`src/rtl/read_arbiter_pkg.sv`:
```
// Shared types and helpers for the egress read arbiter.
package read_arbiter_pkg;

  typedef enum logic [1:0] {
    StIdle,
    StArb,
    StRead
  } state_e;

  function automatic int unsigned idx_width(input int unsigned n);
    return (n > 1) ? $clog2(n) : 1;
  endfunction

  // A programmed weight of zero still earns one packet per round.
  function automatic int unsigned eff_weight(input int unsigned w);
    return (w == 0) ? 1 : w;
  endfunction

endpackage

```
`src/rtl/read_arbiter_rr_pick.sv`:
```
// Rotating priority encoder: first set request at or after start_i, wrapping.
module rr_pick #(
  parameter int unsigned NumPorts = 16,
  parameter int unsigned IdxW     = 4
) (
  input  logic [NumPorts-1:0] req_i,
  input  logic [IdxW-1:0]     start_i,
  output logic [NumPorts-1:0] gnt_o,
  output logic [IdxW-1:0]     idx_o,
  output logic                any_o
);

  always_comb begin
    int unsigned p;
    gnt_o = '0;
    idx_o = '0;
    any_o = 1'b0;
    p     = 0;
    for (int unsigned k = 0; k < NumPorts; k++) begin
      p = 32'(start_i) + k;
      if (p >= NumPorts) p = p - NumPorts;
      if (!any_o && req_i[p[IdxW-1:0]]) begin
        any_o                = 1'b1;
        gnt_o[p[IdxW-1:0]]   = 1'b1;
        idx_o                = p[IdxW-1:0];
      end
    end
  end

endmodule

```
`src/rtl/read_arbiter.sv`:
```
// Egress read arbiter: grants one port per packet (SP or WRR), issues one SRAM read per
// cycle for it and returns the data with per-port vld/sop/eop framing.
module read_arbiter
  import read_arbiter_pkg::*;
#(
  parameter int unsigned num_of_ports       = 16,
  parameter int unsigned arbiter_data_width = 256,
  parameter int unsigned len_width          = 7,
  parameter int unsigned weight_width       = 4,
  parameter int unsigned rd_lat             = 2
) (
  input  logic                                    clk,
  input  logic                                    rst,
  input  logic                                    sp0_wrr1,
  input  logic [num_of_ports-1:0]                 req,
  input  logic [num_of_ports-1:0]                 ready,
  input  logic [num_of_ports*len_width-1:0]       head_len,
  input  logic [num_of_ports*weight_width-1:0]    weight,
  output logic                                    rd_en,
  output logic [idx_width(num_of_ports)-1:0]      rd_port,
  input  logic [arbiter_data_width-1:0]           rd_data,
  output logic [num_of_ports-1:0]                 grant,
  output logic [arbiter_data_width-1:0]           data_out,
  output logic [num_of_ports-1:0]                 vld,
  output logic [num_of_ports-1:0]                 sop,
  output logic [num_of_ports-1:0]                 eop
);

  localparam int unsigned N    = num_of_ports;
  localparam int unsigned IW   = idx_width(num_of_ports);
  localparam int unsigned Tail = rd_lat - 1;

  logic [len_width-1:0]    head_len_a [N];
  logic [weight_width-1:0] weight_a   [N];

  for (genvar i = 0; i < N; i++) begin : g_unpack
    assign head_len_a[i] = head_len[i*len_width +: len_width];
    assign weight_a[i]   = weight[i*weight_width +: weight_width];
  end

  state_e                  state_q, state_d;
  logic [IW-1:0]           gnt_idx_q, gnt_idx_d;
  logic [IW-1:0]           ptr_q, ptr_d;
  logic [weight_width-1:0] used_q, used_d, used_eff;
  logic [len_width-1:0]    rem_q, rem_d;
  logic [N-1:0]            grant_q, grant_d;
  logic                    first_q, first_d;
  logic                    mode_q, mode_d;

  logic [N-1:0]  eligible, pick_gnt;
  logic [IW-1:0] pick_start, pick_idx, ptr_plus1, sel;
  logic          pick_any, last_issue;

  assign eligible   = req & ready;
  assign ptr_plus1  = (ptr_q == IW'(N - 1)) ? '0 : ptr_q + 1'b1;
  assign pick_start = sp0_wrr1 ? ptr_plus1 : '0;
  assign used_eff   = (sp0_wrr1 != mode_q) ? '0 : used_q;

  rr_pick #(
    .NumPorts(N),
    .IdxW    (IW)
  ) u_pick (
    .req_i  (eligible),
    .start_i(pick_start),
    .gnt_o  (pick_gnt),
    .idx_o  (pick_idx),
    .any_o  (pick_any)
  );

  assign rd_en      = (state_q == StRead) && ready[gnt_idx_q];
  assign rd_port    = rd_en ? gnt_idx_q : '0;
  assign last_issue = rd_en && (rem_q == len_width'(1));

  always_comb begin
    state_d   = state_q;
    gnt_idx_d = gnt_idx_q;
    ptr_d     = ptr_q;
    used_d    = used_q;
    rem_d     = rem_q;
    grant_d   = grant_q;
    first_d   = first_q;
    mode_d    = mode_q;
    sel       = pick_idx;
    unique case (state_q)
      StIdle: begin
        if (|eligible) state_d = StArb;
      end
      StArb: begin
        mode_d = sp0_wrr1;
        used_d = used_eff;
        if (pick_any) begin
          if (sp0_wrr1) begin
            // Stay on ptr while it still has credit, else rotate to the next eligible port.
            if (eligible[ptr_q] &&
                (32'(used_eff) < eff_weight(32'(weight_a[ptr_q])))) begin
              sel    = ptr_q;
              used_d = used_eff + 1'b1;
            end else begin
              sel    = pick_idx;
              ptr_d  = pick_idx;
              used_d = weight_width'(1);
            end
          end
          gnt_idx_d    = sel;
          rem_d        = (head_len_a[sel] == '0) ? len_width'(1) : head_len_a[sel];
          grant_d      = '0;
          grant_d[sel] = 1'b1;
          first_d      = 1'b1;
          state_d      = StRead;
        end else begin
          state_d = StIdle;
        end
      end
      StRead: begin
        if (rd_en) begin
          rem_d   = rem_q - 1'b1;
          first_d = 1'b0;
          if (last_issue) begin
            grant_d = '0;
            state_d = StArb;
          end
        end
      end
      default: state_d = StIdle;
    endcase
  end

  always_ff @(posedge clk or negedge rst) begin
    if (!rst) begin
      state_q   <= StIdle;
      gnt_idx_q <= '0;
      ptr_q     <= '0;
      used_q    <= '0;
      rem_q     <= '0;
      grant_q   <= '0;
      first_q   <= 1'b0;
      mode_q    <= 1'b0;
    end else begin
      state_q   <= state_d;
      gnt_idx_q <= gnt_idx_d;
      ptr_q     <= ptr_d;
      used_q    <= used_d;
      rem_q     <= rem_d;
      grant_q   <= grant_d;
      first_q   <= first_d;
      mode_q    <= mode_d;
    end
  end

  // Return pipeline: one entry per issued word, aligned with the SRAM read latency.
  logic [rd_lat-1:0] pv_q, pf_q, pl_q;
  logic [IW-1:0]     pp_q [rd_lat];

  always_ff @(posedge clk or negedge rst) begin
    if (!rst) begin
      pv_q <= '0;
      pf_q <= '0;
      pl_q <= '0;
      for (int k = 0; k < int'(rd_lat); k++) pp_q[k] <= '0;
    end else begin
      pv_q[0] <= rd_en;
      pf_q[0] <= rd_en & first_q;
      pl_q[0] <= last_issue;
      pp_q[0] <= gnt_idx_q;
      for (int k = 1; k < int'(rd_lat); k++) begin
        pv_q[k] <= pv_q[k-1];
        pf_q[k] <= pf_q[k-1];
        pl_q[k] <= pl_q[k-1];
        pp_q[k] <= pp_q[k-1];
      end
    end
  end

  logic [N-1:0]                  vld_q, sop_q, eop_q;
  logic [arbiter_data_width-1:0] data_q;

  always_ff @(posedge clk or negedge rst) begin
    if (!rst) begin
      vld_q  <= '0;
      sop_q  <= '0;
      eop_q  <= '0;
      data_q <= '0;
    end else begin
      vld_q <= '0;
      sop_q <= '0;
      eop_q <= '0;
      if (pv_q[Tail]) begin
        vld_q[pp_q[Tail]] <= 1'b1;
        sop_q[pp_q[Tail]] <= pf_q[Tail];
        eop_q[pp_q[Tail]] <= pl_q[Tail];
        data_q            <= rd_data;
      end
    end
  end

  assign grant    = grant_q;
  assign vld      = vld_q;
  assign sop      = sop_q;
  assign eop      = eop_q;
  assign data_out = data_q;

endmodule

```
`config.mk`:
```
export PLATFORM = sky130hd
export DESIGN_NAME = read_arbiter
export DESIGN_NICKNAME = d
export VERILOG_FILES = /design/src/rtl/read_arbiter_pkg.sv /design/src/rtl/read_arbiter_rr_pick.sv /design/src/rtl/read_arbiter.sv
export SDC_FILE = /design/constraint.sdc
export NUM_CORES = 1
export LEC_CHECK = 0
export CAP_MARGIN = 30
export CORE_AREA = 8 8 303 305
export CTS_BUF_LIST = sky130_fd_sc_hd__clkbuf_8 sky130_fd_sc_hd__clkbuf_16
export CTS_CLUSTER_DIAMETER = 100
export CTS_CLUSTER_SIZE = 30
export DETAILED_ROUTE_END_ITERATION = 10
export DIE_AREA = 0 0 311 313
export PLACE_DENSITY = 0.58
export SLEW_MARGIN = 20
export SYNTH_ARGS = -nofsm -noshare
export SYNTH_HDL_FRONTEND = slang
export SYNTH_SLANG_ARGS = --single-unit
```
`constraint.sdc`:
```
create_clock -name clk -period 5.1 [get_ports clk]
set_input_delay 0.765 -clock clk [delete_from_list [all_inputs] [get_ports clk]]
set_output_delay 0.765 -clock clk [all_outputs]
set_load 0.01 [all_outputs]
```
* Word-level counts from Yosys, hierarchy flattened
Cells that the tools add are included.
Widths: inputs -> output; s select.
** Operators by class
- Mux-type cells :: 125
- Bitwise gates (word level) :: 6
- Equality and inequality tests :: 9
- Order comparisons :: 41
- Reduce and logical (&&, ||, !) cells :: 45
- Add/subtract/negate cells :: 34
** Operators with widths (count)
- $mux 4 :: 46
- $lt 4x5->1 const B :: 20
- $mux 16 :: 6
- $ge 5x5->1 const B :: 17
- $bmux 1 s4 :: 18
- $sub 4x1->4 const B :: 16
- $and 16x16->16 :: 3
- $add 4x4->5 const B :: 8
- $mux 1 :: 38
- $mux 7 :: 5
- $pmux 16 s2 :: 1
- $bmux 7 s4 :: 1
- $add 4x3->5 const B :: 4
- $logic_and 1x1->1 :: 20
- $bmux 4 s4 :: 1
- $reduce_or 16->1 :: 1
- $logic_not 1->1 :: 15
- $pmux 7 s2 :: 1
- $add 4x2->5 const B :: 2
- $not 4->5 :: 2
- $reduce_and 3->1 :: 3
- $add 4x1->4 const B :: 2
- $demux 1 s4 :: 2
- $ge 4x1->1 const B :: 2
- 20 further kinds :: 26
** Storage, ports and cells
- Logic and storage cells :: 277
- Output and inout port bits :: 325
- Register bits :: 357
- Bits of input ports :: 467

* Longest topological paths before layout
- Depth in word-level cells :: 65
- Depth in mapped cells :: 23
- Gate-level depth less buffers :: 20

* Hierarchy
From an unflattened synthesis, not the netlist that was laid out.
** Unflattened totals
- Cell total of the unflattened synthesis :: 1697
- Area total of the unflattened synthesis :: 19919.1 sq um
** By module, submodules not included
- read_arbiter :: cells an instance 1078, times used 1, sequential area each 8933.6 sq um, area an instance 15337.2 sq um
- rr_pick :: cells an instance 619, times used 1, sequential area each 0.0 sq um, area an instance 4581.9 sq um

* Least setup slack after synthesis
No wires, ideal clock.
- Path type :: input to register
- Start point :: input port sp0_wrr1
- End point :: register rem_q[0]
- Path buffers :: 4
- Setup time :: 0.120 ns
- Arrival time :: 5.408 ns
- Stages on the path :: 21
- Data required time :: 4.980 ns
- Slack :: -0.428 ns
- Cells stage by stage :: buf_6 -> and2_1 -> buf_4 -> clkbuf_1 -> ha_1 -> xor2_1 -> nor2_1 -> nor4_4 -> mux2_1 -> mux2i_2 -> nand4_4 -> or4_4 -> o221ai_1 -> nand3_1 -> a22o_1 -> buf_6 -> a311oi_1 -> a32o_1 -> nor3_2 -> and4_1 -> a31o_1
** Between the ends
- Longest elaborated chain between the ends :: 63
- Elaborated cells on any way between the ends :: 176
- Classes of those cells :: 31 x add/sub; 17 x order compare; 2 x eq/ne; 92 x mux; 1 x bitwise; 33 x reduce/logical
** Ends and longest elaborated chain
- start, declared :: line read_arbiter.sv:14 : input logic sp0_wrr1,
- branches (longest 63 deep; another with $add 4x1->5)
- end signal, assigned :: line read_arbiter.sv:143 : rem_q <= rem_d;
- end, declared :: line read_arbiter.sv:45 : logic [len_width-1:0] rem_q, rem_d;
Several ways; the timed one is not identified. The select of a mux whose other input is x is not followed.
A chain may end at the register's enable or synchronous reset.

* Worst setup path after layout
Same ends and word-level chain as after synthesis.

==> results.toml <==
[sta]
grt_setup_unrepaired = "yes"
max_freq_mhz = 197
slew_violations = 0
skew_ns = 0.0360
worstMarginPinSlew_ns = 1.16
setup_viol = 0
max-slew-margin-rel_pct = 22.1
hold_viol = 0
setup_ws_ns = 0.0141
finalCriticalPeriod_ns = 5.09
fin_setup_tns_ns = 0
timing.final.crit_share_pct = 99.7

[route]
drt_pass1_iterations = 5
drc_errors = 0
antenna_left = 0
drt-total-wl_mm = 95.2
highest_layer = "met4"
routed-wl-met2_mm = 49.7
dr.first_iter.drc_count = 1208
wl_per_cell_um = 25.5
vias = 17500
wl_met1_mm = 37.1
wl_met3_mm = 6.20
drt-vias-per-instance = 4.69

[finish]
final_common_cell = "clkdlybuf4s50_1"
final_cell_mix = "clkdlybuf4s50_1 (790), dfrtp_1 (353), mux2_2 (266)"
finalNetCount = 3020
utilization_pct = 36.1
multi_input_area_um2 = 9690
drive_gt1_share_pct = 30.4
syn2layout_area_growth_pct = 69.5
num-fill-cells = 8530
stdcell_area_um2 = 31500
seqCellArea_um2 = 8940
instances_no_fill = 3730

[floorplanning]
core_um2 = 87300
die-area_um2 = 97300
rows = 109
start_util_pct = 21.3
die_x_um = 311
die_h_um = 313
num_io_pins = 792

[synthesis]
yosys_warnings = 0
synth_seq_cells = 357
synthCells = 1527
syn_nets = 2006
synth_compound_area_share_pct = 10.4
synth-edff-count = 0
synth_fa_ha_area_share_pct = 0.807
synth-xor-area-share_pct = 0.235
muxShareOfSynthArea_pct = 26.5
synthDistinctLibCells = 104
syn_area_per_cell_um2 = 12.2
synth-simple-area-share_pct = 11.3
syn_area_um2 = 18600
ys_seq_area_share_pct = 48.0
async_flop_share_pct = 100
synth_flop_cell = "dfrtp_1"
synth_top_family_by_area = "multiplexers"

[worst_setup_path]
reg2reg_slack_ns = 0.02
path_buf_inv = 11
cp_max_fo = 10
r2r-start = "ptr_q[1]$_DFFE_PN0P_"
cpPeakStageDelay_ns = 0.46
path_common_cell = "buf_4"
critPathLaunch = "sp0_wrr1"
crit_family = "simple AND/OR/NAND/NOR gates"
start_kind = "input port"
path_class = "in -> reg"
slowest_stage = "or4_4"
crit_path_end_kind = "register"
cp.required_ns = 5.59
cp.arrival_ns = 5.57

[clock_tree]
clk_pin_slew_ns = 0.11
cts_hold_buf = 0
cts_buffers = 24
clock_latency_ns = 0.62
cts.sinks = 357
cts_tree = "built"
htree_num_levels = 1
cts-root-buf = "clkbuf_16"
cts_max_path_buffers = 3

[grt]
grt_usage_pct = 18.4
grt_antenna_before_repair = 20
grt_pass1_vias = 18300
overflow = 0
grt_pass1_wl_mm = 136
grt_max_degree = 140

[placement]
routabilityCongestion = 0.902
post-place-ws_ns = -0.727
placed_cells = 3654
port-buffer-count = 791
placed_cell_area_um2 = 29700
dp_hpwl_mm = 78.9

[status]
outcome = "completed"

[hold_path]
min_path_type = "in -> async"

[power_and_ir_drop]
max-vdd-ir-drop_uv = 529
power.leakage_nw = 12.6
p_per_area_nw_per_um2 = 768

[job]
drv_cap = 0
-- report_power, final --
part | internal, W | switching (W)
clock | 0.00106 | 0.00130
sequential | 0.00408 | 0.000889
combinational | 0.00886 | 0.00803
-- logic make-up (layout without fill, tap and decap cells) --
logic type,count (synthesis),count (layout)
buf+inv,108,1136
other cells,0,9
xor+xnor,5,5
mux,375,375
flops,357,357
simple gates,377,378
fa+ha+maj,12,12
compound gates,293,293
-- sequential cells by signal, summed over array words and instances, names as in the netlist, 2 cells and up --
name and count:
data_out 256, eop 16, gnt_idx_q 4, grant 16, pf_q 2, pl_q 2
pp_q 8, ptr_q 4, pv_q 2, rem_q 7, sop 16, state_q 2
used_q 4, vld 16
-- worst register-to-register path, stage by stage (launching register included) --
cell and delay [ns]:
dfrtp_2 0.47, ha_4 0.19, buf_6 0.12, a31o_4 0.26, nor2_8 0.16, buf_12 0.16, buf_12 0.14, mux4_2 0.55
mux4_2 0.56, buf_12 0.18, or4_4 0.55, o221a_2 0.15, nor3b_2 0.17, a21oi_2 0.28, and2_4 0.25, nor4bb_4 0.27
nor3_4 0.08, and4_1 0.21, a31o_1 0.21
-- final timing paths --
path	endpoint	cells after the start
min in group clk	pl_q[1]$_DFF_PN0_	0
worst min register to register	pl_q[1]$_DFF_PN0_	0
worst max register to register	rem_q[0]$_DFFE_PN0P_	18
worst max-delay path	rem_q[0]$_DFFE_PN0P_	25
worst min-delay path	data_out[254]$_DFFE_PN0P_	1
max in group asynchronous	data_out[13]$_DFFE_PN0P_	2
-- final cells by class --
| type | count | share of cell area [%] |
|---|---|---|
| antenna | 9 | 0.0714 |
| clock buffer | 25 | 1.95 |
| clock inverter | 16 | 1.19 |
| inverter | 16 | 0.198 |
| multi-input combinational | 1063 | 30.7 |
| sequential | 357 | 28.3 |
| tap | 1165 | 4.62 |
| timing repair buffer | 1079 | 32.9 |
-- repair_timing --
action / 4_1_cts / 5_1_grt
cloned: 0 / 3
setup endpoints to repair: 15 / 15
setup buffers: 2 / 22
pin swaps: 3 / 38
resized for setup: 27 / 120
-- per-layer routing --
layer / vias to the layer above / track usage, %
met1: 8871 / 21.9
li1: 7751 / -
met2: 748 / 33.8
met3: 117 / 3.97
met4: 0 / 3.71
met5: - / 0
-- synthesized netlist by cell type, types with 5 or more instances --
| master | number | area share [%] |
|---|---|---|
| mux2_2 | 267 | 16 |
| a31oi_1 | 7 | 0.24 |
| and3_1 | 7 | 0.24 |
| nor2_1 | 66 | 1.3 |
| a21oi_1 | 64 | 1.7 |
| dfrtp_1 | 357 | 48 |
| o22ai_1 | 6 | 0.20 |
| o211ai_1 | 11 | 0.44 |
| nor2b_1 | 6 | 0.20 |
| o21ai_0 | 96 | 2.6 |
| o21ai_1 | 7 | 0.19 |
| nor4_1 | 6 | 0.20 |
| and2_1 | 58 | 1.9 |
| buf_2 | 13 | 0.35 |
| nand4_1 | 13 | 0.44 |
| a211oi_1 | 5 | 0.20 |
| nand3b_1 | 6 | 0.24 |
| or4_1 | 5 | 0.20 |
| a21o_1 | 6 | 0.24 |
| inv_1 | 13 | 0.26 |
| nand2_1 | 75 | 1.5 |
| mux4_2 | 61 | 7.4 |
| mux2i_1 | 40 | 2.2 |
| a22o_1 | 11 | 0.52 |
| a221oi_1 | 5 | 0.24 |
| o311ai_0 | 5 | 0.24 |
| nand2b_1 | 9 | 0.30 |
| buf_6 | 10 | 0.61 |
| ha_1 | 12 | 0.81 |
| nor3_1 | 22 | 0.59 |
| clkbuf_1 | 62 | 1.3 |
| nand3_1 | 66 | 1.8 |
| or3_1 | 6 | 0.20 |
-- per-stage QoR --
| stage | total power [W] | hold slack [ns] |
|---|---|---|
| 3_5_place_dp | 0.0204 | 0.336 |
| 2_1_floorplan | 0.0126 | 0.331 |
| 5_1_grt | 0.0256 | 0.262 |
| 4_1_cts | 0.0230 | 0.248 |
| 3_3_place_gp | 0.0203 | 0.332 |
| 6_report | 0.0242 | 0.210 |
(Power assumes the default switching activity.)
